## src/rtl/tc_parade_timed.sv

```systemverilog
// Two-street traffic-light controller with a parade mode that holds street B green.
// Green phases have a minimum and optional maximum length; yellow phases have a fixed length.
module tc_parade_timed #(
    parameter int CNT_W         = 8,
    parameter int MIN_GREEN     = 10,
    parameter int MAX_GREEN     = 0,
    parameter int YELLOW_CYCLES = 5
) (
    input  logic       CLK,
    input  logic       RESET,
    input  logic       P,
    input  logic       R,
    input  logic       T_A,
    input  logic       T_B,
    output logic [2:0] L_A,
    output logic [2:0] L_B,
    output logic       MODE,
    output logic [1:0] STATE
);

    typedef enum logic [1:0] {
        ST_AG = 2'b00,
        ST_AY = 2'b01,
        ST_BG = 2'b10,
        ST_BY = 2'b11
    } state_t;

    // Last timer value of each phase; the timer counts 0 .. length-1.
    localparam logic [CNT_W-1:0] MIN_LAST = CNT_W'(MIN_GREEN - 1);
    localparam logic [CNT_W-1:0] MAX_LAST = CNT_W'(MAX_GREEN - 1);
    localparam logic [CNT_W-1:0] Y_LAST   = CNT_W'(YELLOW_CYCLES - 1);
    localparam bit               MAX_EN   = (MAX_GREEN != 0);

    state_t           state_q, state_d;
    logic             mode_q, mode_d;
    logic [CNT_W-1:0] timer_q, timer_d;

    logic min_done, max_done, yel_done;

    always_comb begin
        // NOTE: every signal gets a default before any branch so no latch is inferred.
        mode_d = mode_q;
        if (P && !R) begin
            mode_d = 1'b1;
        end else if (R && !P) begin
            mode_d = 1'b0;
        end

        min_done = (timer_q >= MIN_LAST);
        max_done = MAX_EN && (timer_q >= MAX_LAST);
        yel_done = (timer_q == Y_LAST);

        state_d = state_q;
        case (state_q)
            ST_AG: if (min_done && (!T_A || mode_q || max_done)) state_d = ST_AY;
            ST_AY: if (yel_done) state_d = ST_BG;
            // Parade mode pins street B green; the maximum is ignored there.
            ST_BG: if (!mode_q && min_done && (!T_B || max_done)) state_d = ST_BY;
            ST_BY: if (yel_done) state_d = ST_AG;
            default: state_d = ST_AG;
        endcase

        if (state_d != state_q) begin
            timer_d = '0;
        end else if (timer_q != '1) begin
            timer_d = timer_q + 1'b1;
        end else begin
            timer_d = timer_q;
        end
    end

    // NOTE: sequential state uses non-blocking assignments so all flops update together.
    always_ff @(posedge CLK or negedge RESET) begin
        if (!RESET) begin
            state_q <= ST_AG;
            mode_q  <= 1'b0;
            timer_q <= '0;
        end else begin
            state_q <= state_d;
            mode_q  <= mode_d;
            timer_q <= timer_d;
        end
    end

    // Lamps decode straight from the state register, so reset shows them immediately.
    always_comb begin
        L_A = 3'b100;
        L_B = 3'b100;
        case (state_q)
            ST_AG: L_A = 3'b001;
            ST_AY: L_A = 3'b010;
            ST_BG: L_B = 3'b001;
            ST_BY: L_B = 3'b010;
            default: begin
                L_A = 3'b100;
                L_B = 3'b100;
            end
        endcase
    end

    assign MODE  = mode_q;
    assign STATE = state_q;

endmodule

```

## config.mk

```make
export PLATFORM = sky130hd
export DESIGN_NAME = tc_parade_timed
export DESIGN_NICKNAME = d
export VERILOG_FILES = /design/src/rtl/tc_parade_timed.sv
export SDC_FILE = /design/constraint.sdc
export NUM_CORES = 1
export LEC_CHECK = 0
export ABC_AREA = 1
export BUFFER_PORTS_ARGS = -buffer_cell sky130_fd_sc_hd__buf_2
export CAP_MARGIN = 20
export CORE_MARGIN = 8
export CORE_UTILIZATION = 40
export CTS_CLUSTER_SIZE = 16
export DETAILED_ROUTE_END_ITERATION = 7
export HOLD_SLACK_MARGIN = 0.03
export PLACE_DENSITY_LB_ADDON = 0.08
export SLEW_MARGIN = 20
export SYNTH_ARGS = -nofsm -noshare
export SYNTH_HDL_FRONTEND = slang
export SYNTH_SLANG_ARGS = --single-unit
```

## constraint.sdc

```tcl
create_clock -name CLK -period 3 [get_ports CLK]
set_clock_uncertainty 0.15 [all_clocks]
set_input_delay 0.15 -clock CLK [delete_from_list [all_inputs] [get_ports CLK]]
set_output_delay 0.15 -clock CLK [all_outputs]
set_load 0.03 [all_outputs]
```

==> key figures, run 1 <==
Critical path
  • Reg-to-reg startpoint: timer_q[0]
  • CP Data Required Time: 3010 ps
  • Crit Path Max Fanout: 8
  • CP dominant cell by count: nor2_1
  • Worst Setup End Kind: flop
  • Internal reg-to-reg setup slack: 1490 ps
  • Critical Path Max Stage Delay: 400 ps
  • WS Path Type: reg2reg
  • Critical Path Sink: timer_q[7]
  • CP cell instances: inv_1 > ha_1 > nand3_1 > nor2_1 > nand2_1 > nand2_4 > nor2_1
  • CP top delay family: simple AND/OR/NAND/NOR gates
  • Crit path launch type: flop
  • Worst path depth: 7
  • Worst R2R End: timer_q[7]
  • Reg2Reg Depth: 7
  • Crit-path slowest cell: dfrtp_1
  • Critical path buffers and inverters: 1
  • Critical Path Start: timer_q[0]
  • Worst EP arrival: 1520 ps

STA
  • Fin crit period: 1513 ps
  • Endpoints failing setup: 0
  • Final hold vios: 0
  • Setup TNS: 0 ps
  • Count of pins over their slew limit: 0
  • Slew headroom: 0.8322
  • Worst Max-Slew Pin Slew: 251.7 ps
  • Period Utilization, post-route: 0.5042
  • RSZ-0062 raised after global routing: false
  • Max Freq: 661.1 MHz

Floorplan
  • Die area: 3399 um2
  • I/O Pins: 15
  • Cell Rows: 15
  • Starting Density: 0.4190
  • DIE WIDTH: 58.30 um
  • Core ar.: 1708 um2
  • Die height: 58.30 um

GRT
  • Initial antenna violation count: 0
  • Vias in the first global route: 539
  • Largest net degree at the start of global routing: 12
  • Grt ovf: 0
  • First-pass GRT wire length: 2.387 mm
  • GR Util All Layers: 0.09107

Pwr
  • PwrDens: 951.2 nW/um2
  • Worst vdd ir: 0.6007 mV
  • Leak: 0.4665 nW

Logic synthesis
  • Share of the synthesized area in the top cell type: 0.3846
  • Mapped Nets: 102
  • Post-Syn Area: 715.7 um2
  • Syn Area/Cell: 7.865 um2
  • Syn Inst Count: 91
  • Top post-synthesis cells by area: dfrtp_1, ha_1, nand2_1, inv_1, nor2_1
  • Seq/Total Area, Yosys: 0.3846
  • Synth cell types: 19
  • #FFs+latches synth: 11
  • Leading area contributor after synthesis: dfrtp_1
  • Synth warnings: 0

Finish
  • Area Growth Syn to Fin: 18.88%
  • Ant diodes: 0
  • Finished layout cell area: 850.8 um2
  • Leading cell type in the layout, fill and taps excluded: nand2_1
  • Layout cell share with drive strength beyond 1: 0.2844
  • Final net count: 121
  • Post-Route Utilization: 0.4982
  • Fillers: 172
  • Commonest cells after routing, fill and taps aside: nand2_1, inv_1, buf_2

Route
  • Wirelength per Cell: 10.15 um
  • Antenna Nets Post-Route: 0
  • Vias: 627
  • Wire length on met2: 596 um
  • WL final: 1.360 mm
  • Met3 WL: 147 um
  • 1st-iter DRT viols: 9
  • Wl on met1: 604 um
  • Max Used Layer: met4
  • Drt first pass iters: 4
  • # DRC: 0
  • Detail-routed via count per cell: 4.679

CTS
  • CTS tree: done
  • CTS Buffer Depth: 2
  • CTS resizes: 0
  • Setup repair bufs after CTS: 0
  • Inserted Clock Buffers: 3
  • Worst skew pair latency: 270 ps
  • CTS H-tree depth: 1
  • Clk slew on worst S/H paths: 70 ps
  • CTS Root Cell: clkbuf_4
  • Total clock sinks: 11

Placed design
  • Port Buffer Count: 14
  • DP Area: 813.3 um2
  • Hpwl dp: 1.086 mm
  • Routability congestion estimate: 0.7804

Job
  • Max Cap Viol: 0

Run status
  • Status: complete, no violations

Worst hold path
  • Worst Hold Class: in2reg
[area by class of cell]
type,count,area [um2],share of cell area
multi-input cells,63,376.6,0.4426
flip-flops and latches,11,275.3,0.3235
repair buffers,15,80.08,0.09412
inverters,16,60.06,0.07059
well taps,25,31.28,0.03676
clock buffers,3,22.52,0.02647
clock inverters,1,5.005,0.005882
[registers in the layout, summed over array words and instances (netlist names)]
signal   flops
MODE         1
timer_q      8
STATE        2
[kinds of logic (layout without fill, tap and decap cells)]
kind of cell | Yosys count | count (layout) | share of synthesized area
compound gates | 11 | 11 | 0.09791
xor+xnor | 3 | 3 | 0.03672
fa+ha+maj | 5 | 5 | 0.08741
buf+inv | 17 | 35 | 0.08916
flops | 11 | 11 | 0.3846
mux | 1 | 1 | 0.01573
simple gates | 43 | 43 | 0.2885
[worst register-to-register path, cell delays in order, from the launching register on]
cell,delay (ps)
dfrtp_1,400
inv_1,150
ha_1,170
nand3_1,70
nor2_1,130
nand2_1,120
nand2_4,150
nor2_1,60
[where the power goes]
| part | switching (mW) | internal, mW | leakage, nW | total, mW |
|---|---|---|---|---|
| Clock | 0.0495 | 0.0494 | 0.0177 | 0.0989 |
| Combinational | 0.307 | 0.142 | 0.309 | 0.449 |
| Sequential | 0.0613 | 0.200 | 0.140 | 0.262 |
[metal layers]
layer,up-vias,track usage
li1,322,-
met1,280,0.09872
met2,23,0.1449
met3,2,0.05870
met4,0,0.02098
met5,-,0
[worst min-delay path by stage]
| stage | from | endpoint | slack [ps] | cells past startpoint |
|---|---|---|---|---|
| after floorplan | RESET | MODE | -300 | 0 |
| after global placement | RESET | timer_q[1] | -110 | 1 |
| after detailed placement | RESET | timer_q[0] | -110 | 1 |
| after CTS | P | MODE | 100 | 3 |
| after global routing | P | MODE | 120 | 3 |
| final | P | MODE | 100 | 3 |
[cell usage after synthesis]
master	number
inv_1	14
inv_2	2
nor2_2	2
a21oi_2	3
nand2_1	15
clkbuf_1	1
nand4_1	2
nor2_4	1
o21ai_0	4
nand2_4	2
xor2_1	3
o21ai_2	1
nand2_2	1
dfrtp_1	11
nor2_1	12
mux2_2	1
a21oi_1	3
ha_1	5
nand3_1	8
[through the flow]
step	instances	hold slack (ps)	power, mW	setup slack [ps]
finish	134	103.4	0.8093	1487
global route	134	115.6	0.8803	1351
CTS	134	99.46	0.8215	1472
detailed placement	129	-114.8	0.7164	1491
global placement	129	-114.5	0.7209	1530
floorplan	91	-295.6	0.6071	1106
[what timing repair did]
action                     4_1_cts  5_1_grt
setup endpoints to repair        0        0
hold buffers                     1        0
hold endpoints to repair        11        0
(Power assumes the default switching activity.)
==> run 2, diff against run 1 <==
Clock period 3 ns to 1.6 ns, I/O delays scaled along.
==> run 2 against run 1 <==
Effect of this change:
- clock power rose by 100%
- register-to-register slack got worse by 1400 ps
- highest routed layer unchanged
- core utilization rose by 1.9 points
- via count rose by 2.7%
- critical path depth did not move
- die area did not move
- critical endpoint is now timer_q[6]
- critical path type unchanged
==> key figures, run 2 (synthesis results as in run 1) <==
Pwr
  • Clk pwr share: 0.126 (+0.004)
  • Worst vdd ir: 0.7571 mV (+26%)
  • Total power: 1.608 mW (+99%)
  • Combinational Power Share: 0.556 (+0.002)
  • NetSw: 0.8397 mW (+100%)
  • PwrDens: 1820 nW/um2 (+91%)
  • Leak: 0.4726 nW (+1.3%)
  • Sequential fraction of design power: 0.318 (-0.005)
  • Switching share of total power: 0.5222 (+0.006026)
  • Int Pwr: 0.7682 mW (+96%)

STA
  • Max Freq: 674.2 MHz (+2.0%)
  • Period Utilization, post-route: 0.9270 (+0.4228)
  • Slew headroom: 0.8075 (-0.02466)
  • Setup ws final: 116.9 ps (-1371 ps)
  • RSZ-0062 raised after global routing: false
  • Setup TNS: 0 ps (unchanged)
  • Count of pins over their slew limit: 0 (unchanged)
  • Endpoints failing setup: 0 (unchanged)
  • Final hold vios: 0 (unchanged)
  • Fin crit period: 1483 ps (-29.43 ps)
  • Worst Max-Slew Pin Slew: 288.7 ps (+36.99 ps)

CTS
  • CTS H-tree depth: 1 (unchanged)
  • Clk slew on worst S/H paths: 80 ps (about the same)
  • Total clock sinks: 11 (unchanged)
  • Worst skew pair latency: 280 ps (about the same)
  • CTS tree: done
  • Inserted Clock Buffers: 3 (unchanged)
  • CTS Buffer Depth: 2 (unchanged)
  • CTS Root Cell: clkbuf_4

Critical path
  • Reg-to-reg startpoint: timer_q[1]
  • Crit path launch type: flop
  • Critical Path Max Stage Delay: 410 ps (about the same)
  • WS Path Type: reg2reg
  • CP Data Required Time: 1620 ps (-1390 ps)
  • Critical Path Sink: timer_q[6]
  • CP dominant cell by count: nor2_1
  • Worst Setup End Kind: flop
  • CP cell instances: inv_1 > ha_1 > nand3_1 > nor2_1 > nand2_1 > nand2_4 > nor2_1
  • Worst EP arrival: 1500 ps (-20 ps)
  • Critical Path Start: timer_q[1]
  • Crit-path slowest cell: dfrtp_1
  • Internal reg-to-reg setup slack: 120 ps (-1370 ps)
  • Reg2Reg Depth: 7 (unchanged)
  • CP top delay family: simple AND/OR/NAND/NOR gates
  • Worst R2R End: timer_q[6]
  • Critical path buffers and inverters: 1 (unchanged)
  • Worst path depth: 7 (unchanged)
  • Crit Path Max Fanout: 8 (unchanged)

Finish
  • Ant diodes: 0 (unchanged)
  • Largest register FFs: 8 (unchanged)
  • Biggest register: timer_q
  • Final Non-Filler Cells: 136 (+1.5%)
  • Fillers: 171 (-0.58%)
  • Final net count: 123 (+1.7%)
  • Leading cell type in the layout, fill and taps excluded: nand2_1
  • Post-Route Utilization: 0.5172 (+0.01905)
  • Area Growth Syn to Fin: 23.43%
  • Flip-flop and latch area: 276.5 um2 (+0.45%)
  • Area taken by multi-input logic gates: 391.6 um2 (+4.0%)
  • Commonest cells after routing, fill and taps aside: nand2_1, buf_2, inv_1
  • Layout cell share with drive strength beyond 1: 0.3153 (+0.03091)

Floorplan
  • Starting Density: 0.4190 (unchanged)
  • Die area: 3399 um2 (unchanged)
  • Die height: 58.30 um (unchanged)
  • Cell Rows: 15 (unchanged)
  • Core ar.: 1708 um2 (unchanged)
  • I/O Pins: 15 (unchanged)
  • DIE WIDTH: 58.30 um (unchanged)

Placed design
  • Placed Cells: 130 (+0.78%)
  • Routability congestion estimate: 0.8109 (+3.9%)
  • Port Buffer Count: 14 (unchanged)
  • Hpwl dp: 1.149 mm (+5.8%)
  • Pre-CTS WS: 57.38 ps (-1434 ps)

GRT
  • Grt ovf: 0 (unchanged)
  • First-pass GRT wire length: 2.573 mm (+7.8%)
  • Initial antenna violation count: 0 (unchanged)
  • Vias in the first global route: 597 (+11%)
  • GR Util All Layers: 0.09901 (+0.007937)
  • Largest net degree at the start of global routing: 12 (unchanged)

Route
  • Wirelength per Cell: 11.07 um (+9.0%)
  • # DRC: 0 (unchanged)
  • Antenna Nets Post-Route: 0 (unchanged)
  • Vias: 644 (+2.7%)
  • 1st-iter DRT viols: 6 (-3)
  • Detail-routed via count per cell: 4.735 (+1.2%)
  • WL final: 1.505 mm (+11%)
  • Drt first pass iters: 4 (unchanged)

Worst hold path
  • Worst Hold Class: in2async

Job
  • Max Cap Viol: 0 (unchanged)

Run status
  • Status: complete, no violations
-- run 2: changes by cell type in the layout (fill, tap and decap cells not counted), sizes merged --
cell	delta
buf	+1
dlygate4sd3	+1
clkbuf	+1
clkinv	-1
-- run 2: final cells by class --
cell class / count / area share
Clock buffer: 4 / 0.02975
Inverter: 16 / 0.06799
Multi-Input combinational cell: 63 / 0.4433
Sequential cell: 11 / 0.3130
Tap cell: 25 / 0.03541
Timing Repair Buffer: 17 / 0.1105
-- run 2: power by group through the flow --
stage	logic [mW]	registers [mW]	clock network (mW)
after floorplan	0.628	0.555	0
after global placement	0.895	0.510	0
after detailed placement	0.895	0.515	0
after CTS	0.910	0.510	0.211
after global routing	0.988	0.530	0.219
final	0.894	0.512	0.202
-- run 2: per-layer routing --
metal | up-vias | GRT usage | wire length (um)
met2 | 23 | 0.1638 | 680
li1 | 327 | - | -
met5 | - | 0 | 0
met3 | 4 | 0.04565 | 148
met1 | 290 | 0.09821 | 645
met4 | 0 | 0.06294 | 31
-- run 2: worst min path at each step --
| stage | end | slack [ps] |
|---|---|---|
| 3_5_place_dp | STATE[0] | -180 |
| 4_1_cts | STATE[0] | 60 |
| 5_1_grt | MODE | 90 |
| 3_3_place_gp | STATE[0] | -180 |
| 6_report | STATE[0] | 50 |
| 2_1_floorplan | MODE | -370 |
-- run 2: metrics by stage --
step / hold slack, ps / cell area [um2]
floorplan: -365.6 / 732.0
global placement: -180.2 / 837.1
detailed placement: -177.4 / 837.1
CTS: 57.21 / 883.3
global route: 91.74 / 883.3
finish: 46.80 / 883.3
-- run 2: timing repair --
| item | in CTS | in global routing |
|---|---|---|
| gates resized for setup | 0 | 1 |
| endpoints found under the setup margin | 0 | 8 |
| buffers inserted | 0 | 0 |
| hold buffers | 2 | 0 |
| endpoints found under the hold margin | 12 | 0 |
==> run 3, diff against run 2 <==
Settings changed: RECOVER_POWER from default to 25.
==> run 3 against run 2 <==
Effect of this change:
- first-iteration DRC count is the same
- final cell count is the same
- via count shrank 0.62%
- critical path type unchanged
- largest power group unchanged
==> key figures, run 3 (synthesis results as in run 1) <==
Route
  • Wirelength per Cell: 11.10 um (+0.27%)
  • Vias: 640 (-0.62%)
  • # DRC: 0 (unchanged)
  • 1st-iter DRT viols: 6 (unchanged)
  • WL final: 1.509 mm (+0.27%)
  • Antenna Nets Post-Route: 0 (unchanged)
  • Drt first pass iters: 4 (unchanged)
  • Detail-routed via count per cell: 4.706 (-0.62%)

Critical path
  • Worst Setup End Kind: flop
  • CP Data Required Time: 1620 ps (about the same)
  • WS Path Type: reg2reg
  • Crit path launch type: flop
  • Worst EP arrival: 1510 ps (about the same)
  • Crit Path Max Fanout: 8 (unchanged)

Finish
  • Commonest cells after routing, fill and taps aside: nand2_1, inv_1, buf_2
  • Largest register FFs: 8 (unchanged)
  • Layout cell share with drive strength beyond 1: 0.3063 (-0.009009)
  • Area Growth Syn to Fin: 23.25%
  • Ant diodes: 0 (unchanged)
  • Final Non-Filler Cells: 136 (unchanged)
  • Finished layout cell area: 882.1 um2 (-0.14%)
  • Leading cell type in the layout, fill and taps excluded: nand2_1
  • Final net count: 123 (unchanged)
  • Biggest register: timer_q

Floorplan
  • Cell Rows: 15 (unchanged)
  • Core ar.: 1708 um2 (unchanged)
  • Die area: 3399 um2 (unchanged)
  • I/O Pins: 15 (unchanged)
  • Die height: 58.30 um (unchanged)
  • DIE WIDTH: 58.30 um (unchanged)
  • Starting Density: 0.4190 (unchanged)

STA
  • Worst Max-Slew Pin Slew: 625.7 ps (+337.0 ps)
  • Slew headroom: 0.5828 (-0.2247)
  • Period Utilization, post-route: 0.9309 (+0.003891)
  • Max Freq: 671.4 MHz (-0.42%)
  • RSZ-0062 raised after global routing: false
  • Endpoints failing setup: 0 (unchanged)
  • Fin crit period: 1489 ps (+6.225 ps)
  • Count of pins over their slew limit: 0 (unchanged)
  • Setup TNS: 0 ps (unchanged)
  • Final hold vios: 0 (unchanged)

CTS
  • CTS Root Cell: clkbuf_4
  • Setup repair bufs after CTS: 0 (unchanged)
  • CTS tree: done
  • Worst skew pair latency: 280 ps (about the same)
  • Clk slew on worst S/H paths: 80 ps (about the same)
  • Inserted Clock Buffers: 3 (unchanged)
  • CTS Buffer Depth: 2 (unchanged)
  • CTS H-tree depth: 1 (unchanged)
  • Total clock sinks: 11 (unchanged)

GRT
  • Vias in the first global route: 597 (unchanged)
  • Grt ovf: 0 (unchanged)
  • GR Util All Layers: 0.09901 (unchanged)
  • Initial antenna violation count: 0 (unchanged)
  • First-pass GRT wire length: 2.573 mm (unchanged)
  • Largest net degree at the start of global routing: 12 (unchanged)

Pwr
  • Sequential fraction of design power: 0.318 (about the same)
  • Clk pwr share: 0.126 (about the same)
  • Leak: 0.4699 nW (-0.58%)
  • Total power: 1.609 mW (about the same)
  • NetSw: 0.8407 mW (+0.11%)
  • Switching share of total power: 0.5226 (about the same)
  • Combinational Power Share: 0.556 (about the same)
  • Int Pwr: 0.7680 mW (about the same)
  • Worst vdd ir: 0.7590 mV (+0.25%)
  • PwrDens: 1824 nW/um2 (+0.19%)

Run status
  • Status: complete, no violations

Placed design
  • Routability congestion estimate: 0.8109 (unchanged)
  • Port Buffer Count: 14 (unchanged)
  • Hpwl dp: 1.149 mm (unchanged)
  • DP Area: 837.1 um2 (unchanged)
  • Placed Cells: 130 (unchanged)

Job
  • Max Cap Viol: 0 (unchanged)

Worst hold path
  • Worst Hold Class: in2reg
[run 3: final cells by class]
class	instances	area (um2)
well taps	25	31.28
inverters	16	60.06
clock buffers	4	26.28
multi-input cells	63	391.6
fillers	170	825.8
flip-flops and latches	11	276.5
repair buffers	17	96.34
[run 3: critical path, stage by stage, from the launching register on]
cell     delay, ps
dfrtp_1        410
inv_1          110
ha_1           150
nand3_1         70
nor2_1         140
nand2_1        120
nand2_4        150
nor2_1          70
[run 3: power groups by stage]
| stage | combinational [mW] | sequential (mW) | clock (mW) |
|---|---|---|---|
| finish | 0.895 | 0.511 | 0.203 |
| global route | 0.988 | 0.530 | 0.219 |
| CTS | 0.910 | 0.510 | 0.211 |
| detailed placement | 0.895 | 0.515 | 0 |
| global placement | 0.895 | 0.510 | 0 |
| floorplan | 0.628 | 0.555 | 0 |
[run 3: worst paths after layout]
kind                            startpoint         end  slack (ps)  depth (start not counted)
worst max-delay path            timer_q[1]  timer_q[6]         110                          7
worst min-delay path                     R        MODE          80                          4
worst max register to register  timer_q[1]  timer_q[6]         110                          7
worst min register to register        MODE        MODE         410                          1
max in group asynchronous            RESET    STATE[1]         690                          2
min in group asynchronous            RESET    STATE[0]         170                          2
[run 3: layer usage]
metal	global-route usage	wire, um	vias up
met3	0.04565	148	4
li1	-	-	327
met5	0	0	-
met4	0.06294	31	0
met2	0.1638	684	23
met1	0.09821	644	286
[run 3: through the flow]
| step | worst slack, ps | hold WS [ps] | utilization |
|---|---|---|---|
| floorplan | 87.44 | -365.6 | - |
| global placement | 125.0 | -180.2 | 0.4901 |
| detailed placement | 57.38 | -177.4 | 0.4901 |
| CTS | 30.78 | 57.21 | 0.5172 |
| global route | 8.121 | 91.74 | 0.5165 |
| finish | 110.6 | 78.42 | 0.5165 |
[run 3: repair_timing]
| action | CTS | global route |
|---|---|---|
| hold buffers | 2 | 0 |
| setup endpoints to repair | 0 | 8 |
| endpoints found under the hold margin | 12 | 0 |
| gates resized for setup | 0 | 1 |
